===== src/rtl/jtag_l2_burst_bridge.sv =====
// Turns debug-master word bursts (cmd + wdata/rdata streams) into accesses on one L2 SRAM bank.
// Latency: writes hit the SRAM the cycle they are accepted; reads return after a 2-cycle startup, then up to one beat per cycle.
// Backpressure: rdata_ready_i stalls reads through a 2-entry output FIFO; cmd_ready_o is high only when idle.
module jtag_l2_burst_bridge #(
    parameter logic [31:0] BASE_ADDR      = 32'h0000_0000,
    parameter int          MEM_ADDR_WIDTH = 15,
    parameter int          LEN_WIDTH      = 8
) (
    input  logic                      clk_i,
    input  logic                      rst_n,
    input  logic                      cmd_valid_i,
    output logic                      cmd_ready_o,
    input  logic                      cmd_we_i,
    input  logic [31:0]               cmd_addr_i,
    input  logic [LEN_WIDTH-1:0]      cmd_len_i,
    input  logic                      wdata_valid_i,
    output logic                      wdata_ready_o,
    input  logic [31:0]               wdata_i,
    output logic                      rdata_valid_o,
    input  logic                      rdata_ready_i,
    output logic [31:0]               rdata_o,
    output logic                      done_o,
    output logic                      err_o,
    output logic                      mem_req_o,
    output logic                      mem_we_o,
    output logic [MEM_ADDR_WIDTH-1:0] mem_addr_o,
    output logic [31:0]               mem_wdata_o,
    output logic [3:0]                mem_be_o,
    input  logic [31:0]               mem_rdata_i
);

    typedef enum logic [2:0] {IDLE, CHECK, WRITE, READ, ERR, DRAIN, DONE} state_t;

    state_t                    state_q, state_d;
    logic                      we_q;
    logic [31:0]               addr_q;
    logic [LEN_WIDTH-1:0]      cnt_q;
    logic [MEM_ADDR_WIDTH-1:0] cur_q;
    logic                      err_q;
    logic                      inflight_q;
    logic [31:0]               fifo_mem [2];
    logic                      wr_ptr_q, rd_ptr_q;
    logic [1:0]                fifo_cnt_q;

    logic [32:0] diff, word_off, end_word, limit;
    logic        reject, pop, push, rd_ok;

    // 33-bit arithmetic: bit 32 of diff flags addr below base, and the end-of-burst sum cannot overflow.
    always_comb begin
        diff     = {1'b0, addr_q} - {1'b0, BASE_ADDR};
        word_off = {1'b0, diff[31:0]} >> 2;
        end_word = word_off + 33'(cnt_q) + 33'd1;
        limit    = 33'd1 << MEM_ADDR_WIDTH;
        reject   = (addr_q[1:0] != 2'b00) || diff[32] || (end_word > limit);
    end

    assign rdata_valid_o = (fifo_cnt_q != 2'd0);
    assign rdata_o       = fifo_mem[rd_ptr_q];
    assign pop           = rdata_valid_o & rdata_ready_i;
    assign push          = inflight_q;
    // Slot freed by this cycle's pop counts, which keeps reads bubble-free under steady ready.
    assign rd_ok         = ({1'b0, fifo_cnt_q} - {2'b00, pop} + {2'b00, inflight_q}) < 3'd2;
    assign mem_be_o      = 4'hF;

    always_comb begin
        state_d       = state_q;
        cmd_ready_o   = 1'b0;
        wdata_ready_o = 1'b0;
        mem_req_o     = 1'b0;
        mem_we_o      = 1'b0;
        mem_addr_o    = cur_q;
        mem_wdata_o   = 32'h0;
        done_o        = 1'b0;
        err_o         = 1'b0;
        case (state_q)
            IDLE: begin
                cmd_ready_o = 1'b1;
                if (cmd_valid_i) state_d = CHECK;
            end
            CHECK: begin
                if (reject)    state_d = ERR;
                else if (we_q) state_d = WRITE;
                else           state_d = READ;
            end
            WRITE: begin
                wdata_ready_o = 1'b1;
                if (wdata_valid_i) begin
                    mem_req_o   = 1'b1;
                    mem_we_o    = 1'b1;
                    mem_wdata_o = wdata_i;
                    if (cnt_q == '0) state_d = DRAIN;
                end
            end
            READ: begin
                if (rd_ok) begin
                    mem_req_o = 1'b1;
                    if (cnt_q == '0) state_d = DRAIN;
                end
            end
            ERR:   state_d = DONE;
            DRAIN: begin
                if (!inflight_q && fifo_cnt_q == 2'd0) state_d = DONE;
            end
            DONE: begin
                done_o  = 1'b1;
                err_o   = err_q;
                state_d = IDLE;
            end
            default: state_d = IDLE;
        endcase
    end

    always_ff @(posedge clk_i or negedge rst_n) begin
        if (!rst_n) begin
            state_q    <= IDLE;
            we_q       <= 1'b0;
            addr_q     <= 32'h0;
            cnt_q      <= '0;
            cur_q      <= '0;
            err_q      <= 1'b0;
            inflight_q <= 1'b0;
        end else begin
            state_q    <= state_d;
            inflight_q <= mem_req_o & ~mem_we_o;
            if (cmd_ready_o && cmd_valid_i) begin
                we_q   <= cmd_we_i;
                addr_q <= cmd_addr_i;
                cnt_q  <= cmd_len_i;
                err_q  <= 1'b0;
            end
            if (state_q == CHECK) begin
                cur_q <= word_off[MEM_ADDR_WIDTH-1:0];
                err_q <= reject;
            end
            if (mem_req_o) begin
                cur_q <= cur_q + 1'b1;
                cnt_q <= cnt_q - 1'b1;
            end
        end
    end

    always_ff @(posedge clk_i or negedge rst_n) begin
        if (!rst_n) begin
            fifo_mem[0] <= 32'h0;
            fifo_mem[1] <= 32'h0;
            wr_ptr_q    <= 1'b0;
            rd_ptr_q    <= 1'b0;
            fifo_cnt_q  <= 2'd0;
        end else begin
            if (push) begin
                fifo_mem[wr_ptr_q] <= mem_rdata_i;
                wr_ptr_q           <= ~wr_ptr_q;
            end
            if (pop) rd_ptr_q <= ~rd_ptr_q;
            fifo_cnt_q <= fifo_cnt_q + {1'b0, push} - {1'b0, pop};
        end
    end

endmodule


===== config.mk =====
export PLATFORM = sky130hd
export DESIGN_NAME = jtag_l2_burst_bridge
export DESIGN_NICKNAME = d
export VERILOG_FILES = /design/src/rtl/jtag_l2_burst_bridge.sv
export SDC_FILE = /design/constraint.sdc
export NUM_CORES = 1
export LEC_CHECK = 0
export CAP_MARGIN = 15
export CORE_MARGIN = 2
export CORE_UTILIZATION = 45
export DETAILED_ROUTE_END_ITERATION = 16
export PLACE_DENSITY = 0.75
export SKIP_LAST_GASP = 1
export SYNTH_ARGS = -nofsm -noshare
export SYNTH_HDL_FRONTEND = slang
export SYNTH_SLANG_ARGS = --single-unit

===== constraint.sdc =====
create_clock -name clk_i -period 4.4 [get_ports clk_i]
set_input_delay 0.88 -clock clk_i [delete_from_list [all_inputs] [get_ports clk_i]]
set_output_delay 0.88 -clock clk_i [all_outputs]
set_load 0.1 [all_outputs]

==> impl_metrics.json, run 1 <==
{
  "postSynthCellCount": 688,
  "crit_path_end_kind": "primary output",
  "path_clk_slew_ps": 60,
  "arrival_ps": 3260,
  "overflow": 0,
  "cts_tree": "built",
  "worst_slew_pin_slew_ps": 1030,
  "path_max_fanout": 2,
  "viasPerCell": 5.57,
  "path_class": "input pin to primary output",
  "seq_area_frac_synth": 0.461,
  "routabilityCongestion": 0.887,
  "ant_nets": 0,
  "stdcell_area_sq_um": 9570,
  "ctsHoldBuffers": 0,
  "post_cts_buffers": 0,
  "wl_mm": 18.8,
  "post-route-drc-count": 0,
  "diodes": 0,
  "synth_edf_count": 0,
  "period_minus_slack_ps": 4140,
  "dpl_cell_area_sq_um": 8960,
  "min_period_over_period": 0.941,
  "required_ps": 3520,
  "startpoint_type": "input pin",
  "async_reset_ff_frac": 1.00,
  "start_util": 0.460,
  "ctsResizeCount": 0,
  "dieWidth_microns": 129,
  "netlist_area_sq_um": 7000,
  "grt_pass1_vias": 5848,
  "finalSetupViolCount": 0,
  "port_buffers": 195,
  "dp_worst_setup_slack_ps": 261,
  "wl_per_cell_microns": 17.5,
  "area_growth_pct": 36.7,
  "cts_sinks": 129,
  "layout.nets": 1003,
  "status": "finished clean",
  "grt_max_degree": 75,
  "finish.utilization": 0.630,
  "slew_violations": 0,
  "vias": 6010,
  "htreeDepth": 4,
  "synth_seq_cells": 129,
  "cts-root-buf": "clkbuf_16",
  "synth_cell_type_count": 66,
  "core_area_sq_um": 15200,
  "grt_pass1_wl_mm": 29.5,
  "clock-skew-final_ps": 6.79,
  "clk_latency_ps": 420,
  "dpl.hpwl_mm": 13.6,
  "syn_area_per_cell_sq_um": 10.2,
  "final_hold_viol_count": 0,
  "drt_iter0_drc": 269,
  "drv_cap": 0,
  "synth_flop_cell": "dfrtp_1",
  "setup-tns-final_ps": 0,
  "dieArea_sq_um": 16600,
  "firstDrtPassIters": 4,
  "max-clock-path-buffers": 2,
  "track_usage": 0.225,
  "setup_ws_ps": 261,
  "antenna_found_initial": 0,
  "ios": 200,
  "die_h_microns": 129,
  "cts_inserted_buffers": 17,
  "hold_path_class": "flip-flop to flip-flop",
  "drive_gt1_frac": 0.264,
  "slew_headroom": 0.312,
  "rsz0062_at_grt": "false",
  "max_clock_freq_ghz": 0.242,
  "yosys_warnings": 0,
  "num_rows": 45
}
[area by class of cell]
| class | count | area [sq um] |
|---|---|---|
| fillers | 1207 | 5630 |
| multi-input cells | 504 | 3550 |
| flip-flops and latches | 129 | 3230 |
| repair buffers | 206 | 1870 |
| clock buffers | 17 | 425 |
| well taps | 188 | 235 |
| clock inverters | 15 | 185 |
| inverters | 20 | 75.1 |
[per-layer routing]
layer / GRT usage / wire length [microns] / part of all wire / vias to the layer above
li1: - / - / - / 2853
met3: 0.0449 / 1160 / 0.062 / 29
met2: 0.360 / 8990 / 0.48 / 210
met5: 0 / 0 / 0 / -
met1: 0.305 / 8330 / 0.44 / 2918
met4: 0.0857 / 356 / 0.019 / 0
[layout by cell type (no fill, tap or decap), types with 9 or more instances in the layout]
master,count
dfrtp_1,129
clkdlybuf4s50_1,126
nand2_1,118
mux2_2,97
buf_4,79
and3_1,42
nor2_1,28
a21oi_1,22
o21ai_0,21
inv_1,20
clkbuf_16,17
nand3_1,16
ha_1,13
nor3_1,10
xnor2_1,9
[cell usage after synthesis (4+ instances only)]
cell type | n | area share
buf_1 | 6 | 0.0032
clkbuf_1 | 25 | 0.013
ha_1 | 13 | 0.023
nor3b_1 | 5 | 0.0054
nor2_1 | 28 | 0.015
nand2_1 | 118 | 0.063
mux2_2 | 97 | 0.16
o21ai_1 | 4 | 0.0029
a31oi_1 | 7 | 0.0063
and3_1 | 42 | 0.038
buf_4 | 4 | 0.0043
nand3_1 | 16 | 0.011
xnor2_1 | 9 | 0.011
inv_1 | 20 | 0.011
and2_1 | 7 | 0.0063
a211oi_1 | 6 | 0.0064
o211ai_1 | 6 | 0.0064
o21ai_0 | 21 | 0.015
a221o_1 | 7 | 0.010
nand4_1 | 7 | 0.0063
nor3_1 | 11 | 0.0079
dfrtp_1 | 129 | 0.46
o221a_2 | 4 | 0.0064
a21oi_1 | 22 | 0.016
o311ai_0 | 4 | 0.0050
nor4_1 | 4 | 0.0036
[stage by stage]
stage,hold WS (ps),cells
3_3_place_gp,470,1047
4_1_cts,492,1079
6_report,492,1079
3_5_place_dp,478,1047
2_1_floorplan,447,691
5_1_grt,511,1079
[worst paths after layout]
kind                            depth (start not counted)                       end                   from  slack [ps]
worst max register to register                         12    state_q[0]$_DFFE_PN0P_   cnt_q[0]$_DFFE_PN0P_         800
worst min register to register                          2     addr_q[0]$_DFFE_PN0P_  addr_q[0]$_DFFE_PN0P_         490
worst min-delay path                                    2     addr_q[0]$_DFFE_PN0P_  addr_q[0]$_DFFE_PN0P_         490
worst max-delay path                                   13                 mem_req_o          rdata_ready_i         260
max in group asynchronous                               2  fifo_mem[59]$_DFFE_PN0P_                  rst_n        2860
min in group asynchronous                               1  fifo_mem[36]$_DFFE_PN0P_                  rst_n         590
[worst max-delay path, stage by stage]
cell,delay [ps]
clkdlybuf4s50_1,450
and2_1,150
ha_1,230
inv_1,50
ha_1,120
inv_1,50
fa_1,370
xnor2_1,170
nand2_1,90
nor3_1,200
nor2_1,100
inv_1,180
buf_12,200
[logic make-up after synthesis]
group	after synthesis	share of synthesized area
AO/OA/AOI/OAI	113	0.116
XOR/XNOR	12	0.0150
adder cells (fa/ha/maj)	15	0.0290
buffers and inverters	58	0.0347
flip-flops	129	0.461
multiplexers	100	0.160
other	1	0.000536
AND/OR/NAND/NOR	260	0.183
[state kept, by name, summed over array words and instances, names as in the netlist]
signal and count:
addr_q 32, cnt_q 8, err_q 1, fifo_cnt_q 2, fifo_mem 64, inflight_q 1
mem_addr_o 15, rd_ptr_q 1, state_q 3, we_q 1, wr_ptr_q 1
Power of run 1 is not shown: default switching activity piles up to over one toggle a cycle in this logic, so the estimate is an artifact.
==> run 2, diff against run 1 <==
--- a/config.mk
+++ b/config.mk
@@ -9,7 +9,7 @@
 export CORE_MARGIN = 2
 export CORE_UTILIZATION = 45
 export DETAILED_ROUTE_END_ITERATION = 16
-export PLACE_DENSITY = 0.75
+export PLACE_DENSITY = 0.8
 export SKIP_LAST_GASP = 1
 export SYNTH_ARGS = -nofsm -noshare
 export SYNTH_HDL_FRONTEND = slang
==> impl_metrics.json, run 2 (synthesis gave the netlist of run 1 again) <==
{
  "grt_pass1_wl_mm": 28.5,
  "wl_mm": 17.9,
  "ctsHoldBuffers": 0,
  "drt_iter0_drc": 288,
  "hold_path_class": "flip-flop to flip-flop",
  "ctsResizeCount": 0,
  "period_minus_slack_ps": 4180,
  "final_hold_viol_count": 0,
  "crit_buf_inv": 5,
  "ant_nets": 0,
  "cts_inserted_buffers": 17,
  "overflow": 0,
  "largest_register": "fifo_mem",
  "setup_ws_ps": 224,
  "grt_max_degree": 75,
  "wl_per_cell_microns": 16.6,
  "ios": 200,
  "dieWidth_microns": 129,
  "track_usage": 0.219,
  "cts_tree": "built",
  "cpPeakStageDelay_ps": 460,
  "setup-tns-final_ps": 0,
  "crit_top_cell": "inv_1",
  "cts-root-buf": "clkbuf_16",
  "wl_met3_microns": 966,
  "layout.nets": 1003,
  "dpl.hpwl_mm": 12.8,
  "drv_cap": 0,
  "routabilityCongestion": 0.893,
  "port_buffers": 195,
  "post_cts_buffers": 0,
  "path_clk_slew_ps": 60,
  "num_rows": 45,
  "area_growth_pct": 36.2,
  "diodes": 0,
  "final_cells": 1079,
  "worst_slew_pin_slew_ps": 1020,
  "m1WireLength_mm": 8.09,
  "core_area_sq_um": 15200,
  "path_max_fanout": 2,
  "final_common_cell": "dfrtp_1",
  "clk_latency_ps": 420,
  "start_util": 0.460,
  "max_clock_freq_ghz": 0.239,
  "clock-skew-final_ps": 4.77,
  "viasPerCell": 5.48,
  "vias": 5908,
  "highest_layer": "met4",
  "drive_gt1_frac": 0.264,
  "wl_met2_mm": 8.69,
  "post-route-drc-count": 0,
  "grt_pass1_vias": 5610,
  "slew_violations": 0,
  "crit_path_end_kind": "primary output",
  "most-common-layout-cells": "dfrtp_1 (129), clkdlybuf4s50_1 (126), nand2_1 (118)",
  "min_period_over_period": 0.949,
  "critPathTopFamily": "buffers and inverters",
  "place_inst": 1047,
  "status": "finished clean",
  "crit_path_cell_trace": "clkdlybuf4s50_1 > and2_1 > ha_1 > inv_1 > ha_1 > inv_1 > fa_1 > xnor2_1 > nand2_1 > nor3_1 > nor2_1 > inv_1 > buf_12",
  "startpoint_type": "input pin",
  "slew_headroom": 0.315,
  "finalSetupViolCount": 0,
  "required_ps": 3520,
  "htreeDepth": 4,
  "cts_sinks": 129,
  "firstDrtPassIters": 5,
  "cp_slowest_cell": "clkdlybuf4s50_1",
  "die_h_microns": 129,
  "dp_worst_setup_slack_ps": 221,
  "path_class": "input pin to primary output",
  "largest_reg_flops": 64,
  "rsz0062_at_grt": "false",
  "max-clock-path-buffers": 2,
  "arrival_ps": 3300,
  "dieArea_sq_um": 16600,
  "antenna_found_initial": 0
}
run 2: cell count changes in the layout (fill, tap and decap cells not counted), sizes merged:
| cell | before | now |
|---|---|---|
| bufinv | 3 | 1 |
| inv | 23 | 28 |
| clkinv | 4 | 3 |
| clkinvlp | 5 | 3 |
run 2: path summary, 6_finish.rpt:
kind                                        start                      end  slack, ps  depth (start not counted)
max                                 rdata_ready_i                mem_req_o        220                         13
min                        addr_q[17]$_DFFE_PN0P_   addr_q[17]$_DFFE_PN0P_        500                          2
max reg2reg                  cnt_q[0]$_DFFE_PN0P_   state_q[1]$_DFFE_PN0P_        910                         12
min reg2reg                addr_q[17]$_DFFE_PN0P_   addr_q[17]$_DFFE_PN0P_        500                          2
max in group asynchronous                   rst_n   addr_q[25]$_DFFE_PN0P_       2880                          2
min in group asynchronous                   rst_n  fifo_mem[2]$_DFFE_PN0P_        570                          1
run 2: stage by stage:
| step | hold slack, ps | utilization | instance area [sq um] |
|---|---|---|---|
| floorplan | 447 | - | 7020 |
| global placement | 467 | 0.589 | 8960 |
| detailed placement | 471 | 0.589 | 8960 |
| CTS | 500 | 0.627 | 9530 |
| global route | 513 | 0.627 | 9530 |
| finish | 499 | 0.627 | 9530 |
run 2: layout make-up:
| type | instances | area, sq um |
|---|---|---|
| clock buffer | 17 | 425 |
| clock inverter | 15 | 148 |
| fill | 1250 | 5670 |
| inverter | 20 | 75.1 |
| multi-input combinational | 504 | 3550 |
| sequential | 129 | 3230 |
| tap | 188 | 235 |
| timing repair buffer | 206 | 1870 |
run 2: metal layers:
layer,global-route usage,up-vias
li1,-,2850
met1,0.305,2841
met2,0.341,200
met3,0.0532,17
met4,0.0633,0
met5,0,-
run 2: worst reg2reg max path, cell delays in order (launching register included):
cell and delay (ps):
dfrtp_1 400, inv_1 180, ha_1 200, inv_1 50, fa_1 400, a211oi_1 420
o21a_1 350, a21o_1 210, o21ai_0 100, a221o_1 350, nor3_2 300, a41oi_1 230
o31ai_2 210
Power of run 2 is left out for the same reason.
==> run 3, diff against run 2 <==
--- a/config.mk
+++ b/config.mk
@@ -9,6 +9,7 @@
 export CORE_MARGIN = 2
 export CORE_UTILIZATION = 45
 export DETAILED_ROUTE_END_ITERATION = 16
+export GPL_TIMING_DRIVEN = 0
 export PLACE_DENSITY = 0.8
 export SKIP_LAST_GASP = 1
 export SYNTH_ARGS = -nofsm -noshare
==> impl_metrics.json, run 3 (synthesis gave the netlist of run 1 again) <==
{
  "status": "finished clean",
  "area_growth_pct": 41.2,
  "grt_pass1_vias": 5984,
  "wl_per_cell_microns": 16.8,
  "track_usage": 0.230,
  "cts-root-buf": "clkbuf_16",
  "htreeDepth": 4,
  "ios": 200,
  "slew_headroom": 0.310,
  "min_period_over_period": 0.962,
  "path_class": "input pin to primary output",
  "dieArea_sq_um": 16600,
  "antenna_found_initial": 0,
  "vias": 6037,
  "max-clock-path-buffers": 2,
  "ctsHoldBuffers": 0,
  "die_h_microns": 129,
  "drv_cap": 0,
  "firstDrtPassIters": 5,
  "max_clock_freq_ghz": 0.236,
  "grt_max_degree": 77,
  "hold_path_class": "input pin to asynchronous set/reset pin",
  "final_hold_viol_count": 0,
  "path_max_fanout": 10,
  "num_rows": 45,
  "drt_iter0_drc": 374,
  "worst_slew_pin_slew_ps": 1030,
  "arrival_ps": 3350,
  "slew_violations": 0,
  "fin_hold_ws_ps": 404,
  "largest_reg_flops": 64,
  "port_buffers": 195,
  "final_common_cell": "clkdlybuf4s50_1",
  "start_util": 0.460,
  "cp_slowest_cell": "clkdlybuf4s50_1",
  "diodes": 0,
  "overflow": 0,
  "ant_nets": 0,
  "dieWidth_microns": 129,
  "cts_sinks": 129,
  "cpPeakStageDelay_ps": 440,
  "layout.nets": 1031,
  "viasPerCell": 5.45,
  "rsz0062_at_grt": "false",
  "core_area_sq_um": 15200,
  "wl_mm": 18.6,
  "crit_path_cell_trace": "clkdlybuf4s50_1 > and2_1 > ha_1 > inv_1 > ha_1 > inv_1 > fa_1 > xnor2_1 > nand2_1 > nor3_4 > nor2_4 > inv_2 > buf_6 > buf_12",
  "required_ps": 3520,
  "routabilityCongestion": 0.885,
  "dpl.hpwl_mm": 13.8,
  "crit_path_end_kind": "primary output",
  "largest_register": "fifo_mem",
  "post-route-drc-count": 0,
  "setup-tns-final_ps": 0,
  "most-common-layout-cells": "clkdlybuf4s50_1 (193), dfrtp_1 (129), nand2_1 (118)",
  "period_minus_slack_ps": 4230,
  "finish.utilization": 0.650,
  "cts_tree": "built",
  "grt_pass1_wl_mm": 29.9,
  "drive_gt1_frac": 0.181,
  "cts_inserted_buffers": 17,
  "clk_latency_ps": 420,
  "path_clk_slew_ps": 60,
  "startpoint_type": "input pin",
  "clock-skew-final_ps": 9.67,
  "finalSetupViolCount": 0
}
==> run 3: final cells by class <==
cell class                 instances  area, sq um
buffer                            38          175
clock buffer                      19          433
clock inverter                    13          184
fill                            1210         5320
inverter                          20         75.1
multi-input combinational        504         3560
sequential                       129         3230
tap                              188          235
timing repair buffer             196         1990
==> run 3: path summary, 6_finish.rpt <==
check,endpoint,start,depth (start not counted),slack (ps)
min reg2reg,addr_q[0]$_DFFE_PN0P_,addr_q[0]$_DFFE_PN0P_,2,480
max,mem_req_o,rdata_ready_i,14,170
max reg2reg,state_q[1]$_DFFE_PN0P_,cnt_q[0]$_DFFE_PN0P_,12,940
min in group clk_i,addr_q[0]$_DFFE_PN0P_,addr_q[0]$_DFFE_PN0P_,2,480
min,fifo_mem[34]$_DFFE_PN0P_,rst_n,1,400
max in group asynchronous,state_q[0]$_DFFE_PN0P_,rst_n,2,3240
==> run 3: metrics by stage <==
stage / setup WS (ps) / cell area (sq um) / cells
finish: 168 / 9880 / 1107
CTS: 18.2 / 9880 / 1107
global route: 4.77 / 9880 / 1107
floorplan: 226 / 7020 / 691
global placement: -2570 / 9200 / 1074
detailed placement: -1060 / 9230 / 1075
==> run 3: routing by layer <==
metal	part of all wire	wire, microns	vias up	GRT usage
met1	0.43	8080	2883	0.305
met4	0.017	311	0	0.0671
met2	0.49	9140	214	0.380
met5	0	0	-	0
met3	0.058	1080	25	0.0528
li1	-	-	2915	-
==> run 3: worst max-delay path: cells and delay by family <==
family                     cells  cell delay [ps]
xor gates and xnor gates       1              170
adders and majority gates      3              750
buffers and inverters          6              990
and+or+nand+nor                4              550
==> run 3: timing repair <==
item / in CTS / in global routing
gates resized for setup: 13 / 4
endpoints found under the setup margin: 1 / 1
setup buffers: 0 / 0
Power of run 3 is left out for the same reason.
